## src/rtl/counter_event_monitor_if.sv

```systemverilog
// Event drain port of counter_event_monitor: show-ahead FIFO head with valid/ready.
interface counter_event_monitor_if #(
  parameter int DATA_W = 14
);
  logic              evt_valid;
  logic              evt_ready;
  logic [DATA_W-1:0] evt_data;

  modport master (output evt_valid, output evt_data, input evt_ready);
  modport slave  (input evt_valid, input evt_data, output evt_ready);
endinterface

```

## src/rtl/counter_event_monitor.sv

```systemverilog
// Watches an enable/clear up-counter, checks each step and queues timestamped
// START/STOP/WRAP/ERR events in a small show-ahead FIFO.
module counter_event_monitor #(
  parameter int CNT_W = 4,
  parameter int TS_W  = 8,
  parameter int DEPTH = 4
) (
  input  logic                      clock,
  input  logic                      reset,
  input  logic                      cnt_clear,
  input  logic                      enable,
  input  logic [CNT_W-1:0]          counter_in,
  counter_event_monitor_if.master   evt,
  output logic [7:0]                wrap_count,
  output logic                      err_flag,
  output logic                      ovf_flag
);

  localparam int AW  = $clog2(DEPTH);
  localparam int E_W = 2 + CNT_W + TS_W;

  localparam logic [1:0] T_START = 2'd0;
  localparam logic [1:0] T_STOP  = 2'd1;
  localparam logic [1:0] T_WRAP  = 2'd2;
  localparam logic [1:0] T_ERR   = 2'd3;

  logic [TS_W-1:0]  r_ts;
  logic             r_prev_valid;
  logic             r_prev_clear;
  logic             r_prev_en;
  logic [CNT_W-1:0] r_prev_cnt;

  logic [E_W-1:0]   r_mem [DEPTH];
  logic [AW:0]      r_wr_ptr;
  logic [AW:0]      r_rd_ptr;

  logic [CNT_W-1:0] w_exp;
  logic             w_err;
  logic             w_wrap;
  logic             w_start;
  logic             w_stop;
  logic             w_evt;
  logic [1:0]       w_type;
  logic [E_W-1:0]   w_entry;
  logic             w_full;
  logic             w_empty;
  logic             w_pop;
  logic             w_push;

  always_comb begin
    w_exp = r_prev_cnt;
    if (r_prev_clear)
      w_exp = '0;
    else if (r_prev_en)
      w_exp = r_prev_cnt + {{(CNT_W-1){1'b0}}, 1'b1};
  end

  assign w_err   = r_prev_valid && (counter_in != w_exp);
  assign w_wrap  = r_prev_valid && r_prev_en && !r_prev_clear &&
                   (r_prev_cnt == {CNT_W{1'b1}}) && (counter_in == '0);
  assign w_start = r_prev_valid && enable && !r_prev_en;
  assign w_stop  = r_prev_valid && !enable && r_prev_en;
  assign w_evt   = w_err || w_wrap || w_start || w_stop;

  // One event per edge: ERR > WRAP > START > STOP.
  always_comb begin
    w_type = T_STOP;
    if (w_err)
      w_type = T_ERR;
    else if (w_wrap)
      w_type = T_WRAP;
    else if (w_start)
      w_type = T_START;
  end

  assign w_entry = {w_type, counter_in, r_ts};

  assign w_empty = (r_wr_ptr == r_rd_ptr);
  assign w_full  = (r_wr_ptr[AW] != r_rd_ptr[AW]) &&
                   (r_wr_ptr[AW-1:0] == r_rd_ptr[AW-1:0]);
  assign w_pop   = !w_empty && evt.evt_ready;
  assign w_push  = w_evt && (!w_full || w_pop);

  assign evt.evt_valid = !w_empty;
  assign evt.evt_data  = r_mem[r_rd_ptr[AW-1:0]];

  always_ff @(posedge clock or posedge reset) begin
    if (reset) begin
      r_ts         <= '0;
      r_prev_valid <= 1'b0;
      r_prev_clear <= 1'b0;
      r_prev_en    <= 1'b0;
      r_prev_cnt   <= '0;
      r_wr_ptr     <= '0;
      r_rd_ptr     <= '0;
      wrap_count   <= 8'd0;
      err_flag     <= 1'b0;
      ovf_flag     <= 1'b0;
      for (int i = 0; i < DEPTH; i++)
        r_mem[i] <= '0;
    end else begin
      r_ts         <= r_ts + {{(TS_W-1){1'b0}}, 1'b1};
      r_prev_valid <= 1'b1;
      r_prev_clear <= cnt_clear;
      r_prev_en    <= enable;
      r_prev_cnt   <= counter_in;
      if (w_push) begin
        r_mem[r_wr_ptr[AW-1:0]] <= w_entry;
        r_wr_ptr                <= r_wr_ptr + 1'b1;
      end
      if (w_pop)
        r_rd_ptr <= r_rd_ptr + 1'b1;
      if (w_err)
        err_flag <= 1'b1;
      // Detection side effects apply even when the push itself is dropped.
      if (w_wrap && (wrap_count != 8'hFF))
        wrap_count <= wrap_count + 8'd1;
      if (w_evt && w_full && !w_pop)
        ovf_flag <= 1'b1;
    end
  end

endmodule

```

## src/flat_wrapper.sv

```systemverilog
// flat-port wrapper written by rule: the top's interface ports become plain ports
module counter_event_monitor_flat 
#(
  parameter int CNT_W = 4,
  parameter int TS_W  = 8,
  parameter int DEPTH = 4
)
  (clock, reset, cnt_clear, enable, counter_in, wrap_count, err_flag, ovf_flag, evt_evt_valid, evt_evt_data, evt_evt_ready);
  counter_event_monitor_if #(.DATA_W((2 + CNT_W + TS_W))) evt_i ();
  input  logic clock;
  input  logic reset;
  input  logic cnt_clear;
  input  logic enable;
  input  logic [CNT_W-1:0] counter_in;
  output logic [7:0] wrap_count;
  output logic err_flag;
  output logic ovf_flag;
  output wire logic [$bits(evt_i.evt_valid)-1:0] evt_evt_valid;
  output wire logic [$bits(evt_i.evt_data)-1:0] evt_evt_data;
  input wire logic [$bits(evt_i.evt_ready)-1:0] evt_evt_ready;
  assign evt_evt_valid = evt_i.evt_valid;
  assign evt_evt_data = evt_i.evt_data;
  assign evt_i.evt_ready = evt_evt_ready;
  counter_event_monitor #(.CNT_W(CNT_W), .TS_W(TS_W), .DEPTH(DEPTH)) u_core (.clock(clock), .reset(reset), .cnt_clear(cnt_clear), .enable(enable), .counter_in(counter_in), .evt(evt_i), .wrap_count(wrap_count), .err_flag(err_flag), .ovf_flag(ovf_flag));
endmodule
```

## config.mk

```make
export PLATFORM = sky130hd
export DESIGN_NAME = counter_event_monitor_flat
export DESIGN_NICKNAME = d
export VERILOG_FILES = /design/src/rtl/counter_event_monitor_if.sv /design/src/rtl/counter_event_monitor.sv /design/src/flat_wrapper.sv
export SDC_FILE = /design/constraint.sdc
export NUM_CORES = 1
export LEC_CHECK = 0
export ABC_AREA = 1
export CORE_MARGIN = 10
export CORE_UTILIZATION = 46
export DETAILED_ROUTE_END_ITERATION = 10
export GPL_TIMING_DRIVEN = 0
export HOLD_SLACK_MARGIN = 0.02
export PLACE_DENSITY_LB_ADDON = 0.3
export SLEW_MARGIN = 20
export SYNTH_ARGS = -nofsm -noshare
export SYNTH_HDL_FRONTEND = slang
export SYNTH_SLANG_ARGS = --single-unit
```

## constraint.sdc

```tcl
create_clock -name clock -period 3.16 [get_ports clock]
set_clock_uncertainty 0.2 [all_clocks]
set_input_delay 0.316 -clock clock [delete_from_list [all_inputs] [get_ports clock]]
set_output_delay 0.316 -clock clock [all_outputs]
set_load 0.1 [all_outputs]
```

==> results by group <==
Logic synthesis
  • Post-synth EDFFs: 0
  • Primary FF master, synth: dfrtp_1
  • Sequential area share after synthesis: 51.4%
  • Asr flop ratio synth: 100%
  • Post-Syn Instances: 497
  • Syn Std Cell Area: 4240 um2
  • Mapped Nets: 514
  • Top-area cell type share of the netlist area: 51.4%
  • Synth top cells by count: 153 x nand2_1, 87 x dfrtp_1, 61 x nand4_1
  • Syn Area/Cell: 8.53 um2
  • Flops & latches, synth: 87
  • Synth Warn #: 0
  • Most frequent cell after synthesis: nand2_1
  • Cell variety after synth: 27
  • Yosys top cell by area: dfrtp_1
  • Top cells by area, synth: dfrtp_1 51%, nand2_1 14%, nand4_1 9.0%

Floorplan
  • Die area: 13,500 um2
  • Io pins: 34
  • DIE HEIGHT: 116 um
  • Core Footprint: 8850 um2
  • Initial Utilization: 47.9%
  • Die width: 116 um
  • Site row count: 34

Finish
  • FF+latch area: 2180 um2
  • Share of layout cells above drive strength 1: 10.8%
  • Antenna Cells: 0
  • Fill cells: 797
  • Final core utilization: 55.9%
  • Area delta synth->final: 16.8%
  • Multi-input gate area in the final layout: 1830 um2
  • Fin nets: 559

STA
  • Period utilization: 97.3%
  • Final hold violation count: 0
  • Final Worst Setup Slack: 0.0843 ns
  • Final TNS setup: 0 ns
  • Least-Margin Pin Slew: 0.983 ns
  • Tmin final: 3.08 ns
  • Worst slew margin: 34.2%
  • Unrepaired setup endpoints after global routing: false
  • Final setup viols: 0
  • Hold Slack: 0.0956 ns
  • Pins over their slew limit: 0
  • Peak Freq: 325 MHz

Routing
  • Wire per inst: 17.5 um
  • First-pass iteration count of the detailed router: 5
  • Final ANT Viol Nets: 0
  • Routed via count: 3,783
  • DRC Markers: 0
  • Initial DRC count: 358
  • Routed wire length: 11.4 mm
  • DR vias/cell: 5.78

GRT
  • First-pass GRT wire length: 18.9 mm
  • Total congestion overflow: 0
  • GRT Total Usage: 17.7%
  • Number of global-route vias before repair: 3,730
  • Largest net degree at the start of global routing: 60
  • Antenna violations before repair: 0

Clocking
  • Post-cts hold buffer count: 0
  • Post-CTS setup buffer count: 0
  • CTS Buffer Depth: 2
  • Cts bufs inserted: 9
  • # resized after CTS: 43
  • H-tree depth: 3
  • Clk sink count: 87
  • Clk_lat worst skew: 0.35 ns
  • CTS tree: yes
  • CTS clk-pin slew, worst paths: 0.08 ns
  • CTS Root Cell: clkbuf_8

Critical path
  • Crit path cell chain: inv_1 > clkbuf_1 > clkbuf_2 > nor2_1 > o22ai_1 > clkdlybuf4s15_2
  • CP arrival: 2.56 ns
  • Reg2reg start: u_core.r_prev_cnt[1]
  • Worst EP required: 2.64 ns
  • R2r worst-path depth: 15
  • R2R Path End: u_core.r_mem[40]
  • R2R setup slack: 0.89 ns
  • CP startpoint kind: flop
  • Critical Path Start: u_core.r_rd_ptr[0]
  • Worst setup path category: flop to output port
  • Biggest cell delay along the critical path: 0.59 ns
  • Crit path capture: evt_evt_data[11]
  • CP max stage cell: clkdlybuf4s15_2
  • CP endpoint kind: output port
  • Worst path bufs/invs: 4
  • Worst path depth: 6
  • Worst path top cell family by delay: buffers and inverters
  • Worst-path fanout max: 10

Placed design
  • Final GP Congestion: 0.888
  • Dpl hpwl: 7.96 mm
  • Dpl ws: -0.325 ns
  • Number of port buffers: 33

Power and ir drop
  • Pwr dens: 1150 nW/um2
  • Peak VDD IR: 0.708 mV
  • P_leak: 2.43 nW

Outcome
  • Status: completed

Run
  • Max Cap Viol: 0

Hold path
  • Hold Crit Class: input pin to asynchronous set/reset pin
-- power by group --
group / internal, mW / total, mW / switching, mW
clock: 0.428 / 0.809 / 0.380
sequential: 1.45 / 1.67 / 0.211
combinational: 0.747 / 3.23 / 2.48
total: 2.63 / 5.70 / 3.07
-- flip-flops by register name (all words and copies together), names as in the netlist --
name and flops:
u_core.r_prev_clear 1, u_core.err_flag 1, u_core.r_rd_ptr 3, u_core.r_ts 8, u_core.r_mem 56, u_core.r_prev_en 1
u_core.wrap_count 8, u_core.r_wr_ptr 3, u_core.ovf_flag 1, u_core.r_prev_cnt 4, u_core.r_prev_valid 1
-- worst min path at each step --
| stage | startpoint | to | slack (ns) | cells past startpoint |
|---|---|---|---|---|
| global route | reset | u_core.r_wr_ptr[2] | 0.14 | 2 |
| floorplan | cnt_clear | u_core.r_prev_clear | 0.15 | 0 |
| detailed placement | u_core.r_mem[25] | u_core.r_mem[25] | 0.25 | 2 |
| global placement | u_core.r_mem[18] | u_core.r_mem[18] | 0.25 | 2 |
| finish | reset | u_core.r_rd_ptr[2] | 0.1 | 2 |
| CTS | reset | u_core.r_wr_ptr[2] | 0.11 | 2 |
-- metrics by stage --
stage	cells	instance area (um2)	total power, mW
finish	655	4950	5.70
global route	655	4950	6.02
CTS	655	4960	5.72
detailed placement	639	4730	4.95
global placement	638	4700	4.89
floorplan	497	4240	4.09
-- kinds of logic (layout without fill, tap and decap cells) --
| kind of cell | after synthesis | in the layout | share of synthesized area (%) |
|---|---|---|---|
| AOI/OAI and AO/OA | 47 | 47 | 6.11 |
| xor gates and xnor gates | 18 | 18 | 3.72 |
| adders and majority gates | 8 | 8 | 2.36 |
| buffers and inverters | 52 | 102 | 5.46 |
| DFF | 87 | 87 | 51.4 |
| muxes | 2 | 2 | 0.531 |
| other | 1 | 1 | 0.0885 |
| and+or+nand+nor | 282 | 282 | 30.4 |
-- layout by cell type, fill, tap and decap left out --
cell type and instances:
nand3_2 4, nor2_1 37, clkdlybuf4s50_1 19, buf_4 4, inv_4 1, dfrtp_1 87
o22ai_1 14, clkbuf_1 19, o21ai_0 28, nand4_1 61, buf_16 1, xnor2_1 8
buf_6 2, ha_1 8, clkbuf_2 2, buf_2 7, clkinv_2 2, xor2_1 10
nor3_2 1, conb_1 1, nand3_1 17, or2_2 1, nand2_4 1, inv_1 18
a21oi_1 3, clkbuf_8 12, mux2_2 2, clkdlybuf4s15_2 12, nor3_1 4, inv_2 2
o21ai_1 1, nand2_2 3, nand2_1 153, bufinv_16 1, o21bai_2 1
-- area by class of cell --
type	count	share of cell area [%]
tap	108	2.73
sequential	87	44.0
buffer	31	3.13
inverter	21	1.64
multi-input combinational	358	37.0
clock inverter	3	0.809
clock buffer	13	3.41
timing repair buffer	34	7.33
-- layer usage --
metal	vias to the layer above	part of all wire, %	global-route usage (%)
li1	1766	-	-
met1	1821	43	23.3
met2	164	46	27.2
met3	32	8.7	3.82
met4	0	2.8	8.76
met5	-	0	0
Note: power is estimated with default switching activity, not from simulation.
